<file path="config.mk">
export PLATFORM = sky130hd
export DESIGN_NAME = output_layer_flat
export DESIGN_NICKNAME = d
export VERILOG_FILES = /design/src/rtl/output_layer_if.sv /design/src/rtl/output_layer.sv /design/src/flat_wrapper.sv
export SDC_FILE = /design/constraint.sdc
export NUM_CORES = 1
export LEC_CHECK = 0
export ABC_AREA = 1
export BUFFER_PORTS_ARGS = -buffer_cell sky130_fd_sc_hd__buf_2
export CORE_MARGIN = 2
export CORE_UTILIZATION = 60
export CTS_CLUSTER_DIAMETER = 40
export DETAILED_ROUTE_END_ITERATION = 10
export PLACE_DENSITY_LB_ADDON = 0.3
export SLEW_MARGIN = 20
export SYNTH_ARGS = -nofsm -noshare
export SYNTH_HDL_FRONTEND = slang
export SYNTH_SLANG_ARGS = --single-unit
</file>
<file path="constraint.sdc">
create_clock -name clk -period 3 [get_ports clk]
set_clock_uncertainty 0.15 [all_clocks]
set_input_delay 0.75 -clock clk [delete_from_list [all_inputs] [get_ports clk]]
set_output_delay 0.75 -clock clk [all_outputs]
set_load 0.02 [all_outputs]
</file>
<file path="src/rtl/output_layer_if.sv">
// Bus between the drowsiness-detector hidden layer / config master and the
// output neuron stage: weight write port, evaluation request and results.
interface output_layer_if #(
    parameter int N_IN      = 5,
    parameter int W_WIDTH   = 10,
    parameter int ACC_WIDTH = 14
);
    logic                  we;
    logic [2:0]            waddr;
    logic [W_WIDTH-1:0]    wdata;
    logic                  start;
    logic [N_IN-1:0]       hid_in;
    logic                  busy;
    logic                  done;
    logic [ACC_WIDTH-1:0]  score;
    logic                  drowsy;
    logic                  alarm;

    modport master (
        output we, waddr, wdata, start, hid_in,
        input  busy, done, score, drowsy, alarm
    );

    modport slave (
        input  we, waddr, wdata, start, hid_in,
        output busy, done, score, drowsy, alarm
    );
endinterface

</file>
<file path="src/rtl/output_layer.sv">
// Output neuron of the drowsiness detector. Accumulates bias plus the weights
// of the active hidden neurons over five cycles, thresholds the sum into a
// per-frame drowsy flag and raises alarm after a run of drowsy frames.
//
// state | meaning
// ------+-------------------------------------------------------------
// IDLE  | waiting; accepts weight writes, or start (write wins)
// ACC   | adds weight[idx] when hid_reg[idx] is set, one input per cycle
// FIN   | publishes score/drowsy/alarm, pulses done, updates run count
module output_layer #(
    parameter int N_IN        = 5,
    parameter int W_WIDTH     = 10,
    parameter int ACC_WIDTH   = 14,
    parameter int ALARM_COUNT = 4
) (
    input  logic          clk,
    input  logic          rst,
    output_layer_if.slave bus
);
    typedef enum logic [1:0] {IDLE, ACC, FIN} state_t;

    localparam logic [2:0] LAST_IDX  = 3'(N_IN - 1);
    localparam logic [2:0] BIAS_ADDR = 3'(N_IN);
    localparam logic [2:0] ALARM_C   = 3'(ALARM_COUNT);

    state_t                       state;
    state_t                       state_nxt;
    logic                         wr_en;
    logic                         start_ok;

    logic signed [W_WIDTH-1:0]    weight [N_IN];
    logic signed [W_WIDTH-1:0]    bias;
    logic [N_IN-1:0]              hid_reg;
    logic [2:0]                   idx;
    logic signed [ACC_WIDTH-1:0]  acc;
    logic signed [ACC_WIDTH-1:0]  addend;
    logic signed [W_WIDTH-1:0]    w_sel;
    logic [2:0]                   cnt;
    logic [2:0]                   cnt_nxt;
    logic                         drowsy_nxt;

    logic                         done_r;
    logic signed [ACC_WIDTH-1:0]  score_r;
    logic                         drowsy_r;
    logic                         alarm_r;

    // State register
    always_ff @(posedge clk) begin
        if (rst) begin
            state <= IDLE;
        end else begin
            state <= state_nxt;
        end
    end

    // Next-state decode; a write in IDLE takes priority over start
    always_comb begin
        state_nxt = state;
        wr_en     = 1'b0;
        start_ok  = 1'b0;
        case (state)
            IDLE: begin
                if (bus.we) begin
                    wr_en = 1'b1;
                end else if (bus.start) begin
                    start_ok  = 1'b1;
                    state_nxt = ACC;
                end
            end
            ACC: begin
                if (idx == LAST_IDX) begin
                    state_nxt = FIN;
                end
            end
            FIN: begin
                state_nxt = IDLE;
            end
            default: begin
                state_nxt = IDLE;
            end
        endcase
    end

    // Term selected for this ACC cycle and the frame decision / run count
    always_comb begin
        w_sel      = weight[idx];
        addend     = hid_reg[idx] ? {{(ACC_WIDTH-W_WIDTH){w_sel[W_WIDTH-1]}}, w_sel}
                                  : '0;
        drowsy_nxt = !acc[ACC_WIDTH-1] && (acc != '0);
        if (drowsy_nxt) begin
            cnt_nxt = (cnt >= ALARM_C) ? ALARM_C : cnt + 3'd1;
        end else begin
            cnt_nxt = 3'd0;
        end
    end

    // Weight file, accumulator datapath and result registers
    always_ff @(posedge clk) begin
        if (rst) begin
            for (int i = 0; i < N_IN; i++) begin
                weight[i] <= '0;
            end
            bias     <= '0;
            hid_reg  <= '0;
            idx      <= 3'd0;
            acc      <= '0;
            cnt      <= 3'd0;
            done_r   <= 1'b0;
            score_r  <= '0;
            drowsy_r <= 1'b0;
            alarm_r  <= 1'b0;
        end else begin
            done_r <= (state == FIN);

            if (wr_en) begin
                if (bus.waddr < BIAS_ADDR) begin
                    weight[bus.waddr] <= bus.wdata;
                end else if (bus.waddr == BIAS_ADDR) begin
                    bias <= bus.wdata;
                end
            end

            if (start_ok) begin
                hid_reg <= bus.hid_in;
                acc     <= {{(ACC_WIDTH-W_WIDTH){bias[W_WIDTH-1]}}, bias};
                idx     <= 3'd0;
            end

            if (state == ACC) begin
                acc <= acc + addend;
                idx <= (idx == LAST_IDX) ? 3'd0 : idx + 3'd1;
            end

            if (state == FIN) begin
                score_r  <= acc;
                drowsy_r <= drowsy_nxt;
                cnt      <= cnt_nxt;
                alarm_r  <= (cnt_nxt >= ALARM_C);
            end
        end
    end

    assign bus.busy   = (state != IDLE);
    assign bus.done   = done_r;
    assign bus.score  = score_r;
    assign bus.drowsy = drowsy_r;
    assign bus.alarm  = alarm_r;
endmodule
</file>
<file path="src/flat_wrapper.sv">
// flat-port wrapper written by rule: the top's interface ports become plain ports
module output_layer_flat 
#(
    parameter int N_IN        = 5,
    parameter int W_WIDTH     = 10,
    parameter int ACC_WIDTH   = 14,
    parameter int ALARM_COUNT = 4
)
  (clk, rst, bus_we, bus_waddr, bus_wdata, bus_start, bus_hid_in, bus_busy, bus_done, bus_score, bus_drowsy, bus_alarm);
  output_layer_if #(.N_IN(N_IN), .W_WIDTH(W_WIDTH), .ACC_WIDTH(ACC_WIDTH)) bus_i ();
  input  logic clk;
  input  logic rst;
  input wire logic [$bits(bus_i.we)-1:0] bus_we;
  input wire logic [$bits(bus_i.waddr)-1:0] bus_waddr;
  input wire logic [$bits(bus_i.wdata)-1:0] bus_wdata;
  input wire logic [$bits(bus_i.start)-1:0] bus_start;
  input wire logic [$bits(bus_i.hid_in)-1:0] bus_hid_in;
  output wire logic [$bits(bus_i.busy)-1:0] bus_busy;
  output wire logic [$bits(bus_i.done)-1:0] bus_done;
  output wire logic [$bits(bus_i.score)-1:0] bus_score;
  output wire logic [$bits(bus_i.drowsy)-1:0] bus_drowsy;
  output wire logic [$bits(bus_i.alarm)-1:0] bus_alarm;
  assign bus_i.we = bus_we;
  assign bus_i.waddr = bus_waddr;
  assign bus_i.wdata = bus_wdata;
  assign bus_i.start = bus_start;
  assign bus_i.hid_in = bus_hid_in;
  assign bus_busy = bus_i.busy;
  assign bus_done = bus_i.done;
  assign bus_score = bus_i.score;
  assign bus_drowsy = bus_i.drowsy;
  assign bus_alarm = bus_i.alarm;
  output_layer #(.N_IN(N_IN), .W_WIDTH(W_WIDTH), .ACC_WIDTH(ACC_WIDTH), .ALARM_COUNT(ALARM_COUNT)) u_core (.clk(clk), .rst(rst), .bus(bus_i));
endmodule
</file>
==> flow_summary.yaml <==
synth:
  ys_seq_area_frac: 0.5481
  yosys.area_share.simple: 0.2018
  synth_area_per_cell_um2: 8.572
  synthMuxAreaShare: 0
  ys.flop_type: "edfxtp_1"
  synth_cell_types: 34
  ys_ff_latch: 136
  synth_area_um2: 6429
  synth_xor_xnor_area_share: 0.005450
  synthCells: 750
  yosysTopAreaCell: "edfxtp_1"
  synthTopCellsByArea: "edfxtp_1 37%, dfxtp_1 17%, nor2_1 7.8%, nand2_1 7.8%, o21ai_0 5.7%"
  synth_top_family_by_area: "simple AND/OR/NAND/NOR gates"
  synth-edff-count: 80
  yosysWarningCount: 0
  synth_top_area_frac: 0.3737
  synth_compound_area_frac: 0.1296
  async_flop_share: 0
  synthAdderAreaFrac: 0.03620
clocking:
  clk_latency_ns: 0.53
  ctsHoldBuffers: 0
  clk_path_buf_depth: 2
  cts_sinks: 136
  post_cts_resized: 0
  clk_pin_slew_ns: 0.06
  tritoncts: "built"
  htreeDepth: 4
  cts_buffers: 17
  post-cts-setup-buffer-count: 0
  clockRootBuffer: "clkbuf_8"
routing:
  drt_iter0_drc: 467
  wire_per_inst_um: 15.15
  wirelength_um: 14610
  drc: 0
  dr.pass1.iters: 5
  num_vias: 5338
  vias_per_cell: 5.537
  ant_nets: 0
grt:
  grt_start_max_net_pins: 41
  grt_antenna_before_repair: 0
  grt_pass1_wl_um: 23860
  grt_overflow: 0
  grt_pass1_vias: 5154
  gr-usage-all-layers: 0.2705
floorplan:
  initial_core_util: 0.6199
  rows: 37
  die_height_um: 107.5
  io-pin-count: 40
  die-area_um2: 11560
  die_w_um: 107.5
  core_area_um2: 10370
timing:
  max_freq_ghz: 0.3505
  setup_viol: 0
  rsz0062_at_grt: "false"
  slew_headroom: 0.6390
  min_period_ns: 2.853
  final_hold_viol_count: 0
  finalSetupTns_ns: 0
  whs_ns: 0.2828
  drv_slew: 0
  fin_ws_ns: 0.1468
  post-route-period-util: 0.9511
  worst_pin_slew_ns: 0.5402
worst_hold_path:
  hold_path.class: "input pin to flop"
  whs_path_depth: 1
power:
  p_leak_nw: 3.300
  irDropWorstVdd_uv: 720.5
  powerDensity_nw_per_um2: 597.1
final_layout:
  final_nets: 855
  area_delta_synth_final_pct: 14.11
  largest_register_ff_count: 80
  stdcell_count: 964
  largest_register: "u_core.weight"
  fin_util: 0.7074
  final_layout_size_suffix_gt1_frac: 0.1196
  layout_common_cells: "134 x nor2_1, 133 x nand2_1, 80 x edfxtp_1"
  antenna_cells: 0
  final_common_cell: "nor2_1"
  nFillCells: 798
critical_path:
  crit_path_end_kind: "flop"
  path_buf_inv: 2
  reg2reg_depth: 18
  crit_required_ns: 3.30
  path_class: "flop to flop"
  crit_path_start_kind: "flop"
  r2r_slack_ns: 0.15
  cp_slowest_cell: "fa_1"
  cp_slowest_stage_delay_ns: 0.42
  worstPathArrival_ns: 3.16
  crit_top_cell: "nand2_1"
  worst-path-stages: 18
  cp_top_family: "simple AND/OR/NAND/NOR gates"
  path_cells: "buf_12 > o21ai_0 > o22ai_1 > nand2_1 > nand2_1 > nand2_1 > inv_1 > ha_1 > fa_1 > nand3_1 > nand2_1 > nand2_1 > nand2_1 > nand2_1 > nand2_1 > nand2_1 > nand3_1 > a21oi_1"
  path_max_fanout: 40
run_status:
  status: "finished clean"
place:
  dpl.hpwl_um: 10250
  dp_worst_setup_slack_ns: 0.1478
  dp.cells: 932
  portBuffers: 39
  place_congestion: 0.9174
flow_run:
  drv_cap: 0
-- worst reg2reg max path, cell delays in order, from the launching register on --
cell and delay, ns:
dfxtp_2 0.34, buf_12 0.17, o21ai_0 0.30, o22ai_1 0.12, nand2_1 0.07, nand2_1 0.06, nand2_1 0.06, inv_1 0.04
ha_1 0.22, fa_1 0.42, nand3_1 0.09, nand2_1 0.12, nand2_1 0.09, nand2_1 0.08, nand2_1 0.09, nand2_1 0.06
nand2_1 0.07, nand3_1 0.08, a21oi_1 0.14
-- final cells by class --
type                       instances  area, µm²  area share
sequential                       136       3526      0.4806
multi-input combinational        528       2511      0.3423
timing repair buffer              50      290.3     0.03957
clock buffer                      19      421.7     0.05748
clock inverter                    13      105.1     0.01433
inverter                          82      311.5     0.04247
tap                              136      170.2     0.02320
-- logic make-up (layout without fill, tap and decap cells) --
kind of cell,after synthesis,in the layout
and+or+nand+nor,318,318
AOI/OAI and AO/OA,158,158
DFF,136,136
buffers and inverters,115,164
adders and majority gates,18,18
xor gates and xnor gates,4,4
other,1,30
-- layer usage --
layer  vias to the layer above  track usage  share of wire
met2                       228       0.4470           0.49
met3                        27      0.06780          0.080
met1                      2494       0.3470           0.42
met4                         0      0.09524          0.016
li1                       2589            -              -
met5                         -            0              0
-- synth_stat cells (5+ instances only) --
master / number
nor2_1: 134
nand2_1: 133
edfxtp_1: 80
inv_1: 73
o21ai_0: 73
dfxtp_1: 56
a21oi_1: 45
nand3_1: 30
o22ai_1: 18
ha_1: 17
buf_2: 15
o21ai_1: 15
clkbuf_1: 10
inv_2: 7
buf_6: 6
nand2_2: 5
nor3_1: 5
-- through the flow --
stage               power, mW  cell area (µm²)
finish                  4.380             7336
global route            4.520             7336
CTS                     4.377             7330
detailed placement      2.536             6803
global placement        2.518             6803
floorplan               2.422             6538
-- power breakdown --
part	internal, mW	switching [mW]
Combinational	0.124	0.278
Clock	1.09	0.780
Sequential	2.07	0.0417
Total	3.28	1.10
-- worst paths after layout --
check | from | to
max reg2reg | flop | u_core.acc[10]$_SDFFE_PP0N_
min | bus_wdata[4] | u_core.weight[5][4]$_DFFE_PP_
max | flop | u_core.acc[10]$_SDFFE_PP0N_
min reg2reg | u_core.hid_reg[1]$_SDFFE_PP0P_ | u_core.hid_reg[1]$_SDFFE_PP0P_
Note: power is estimated with default switching activity, not from simulation.
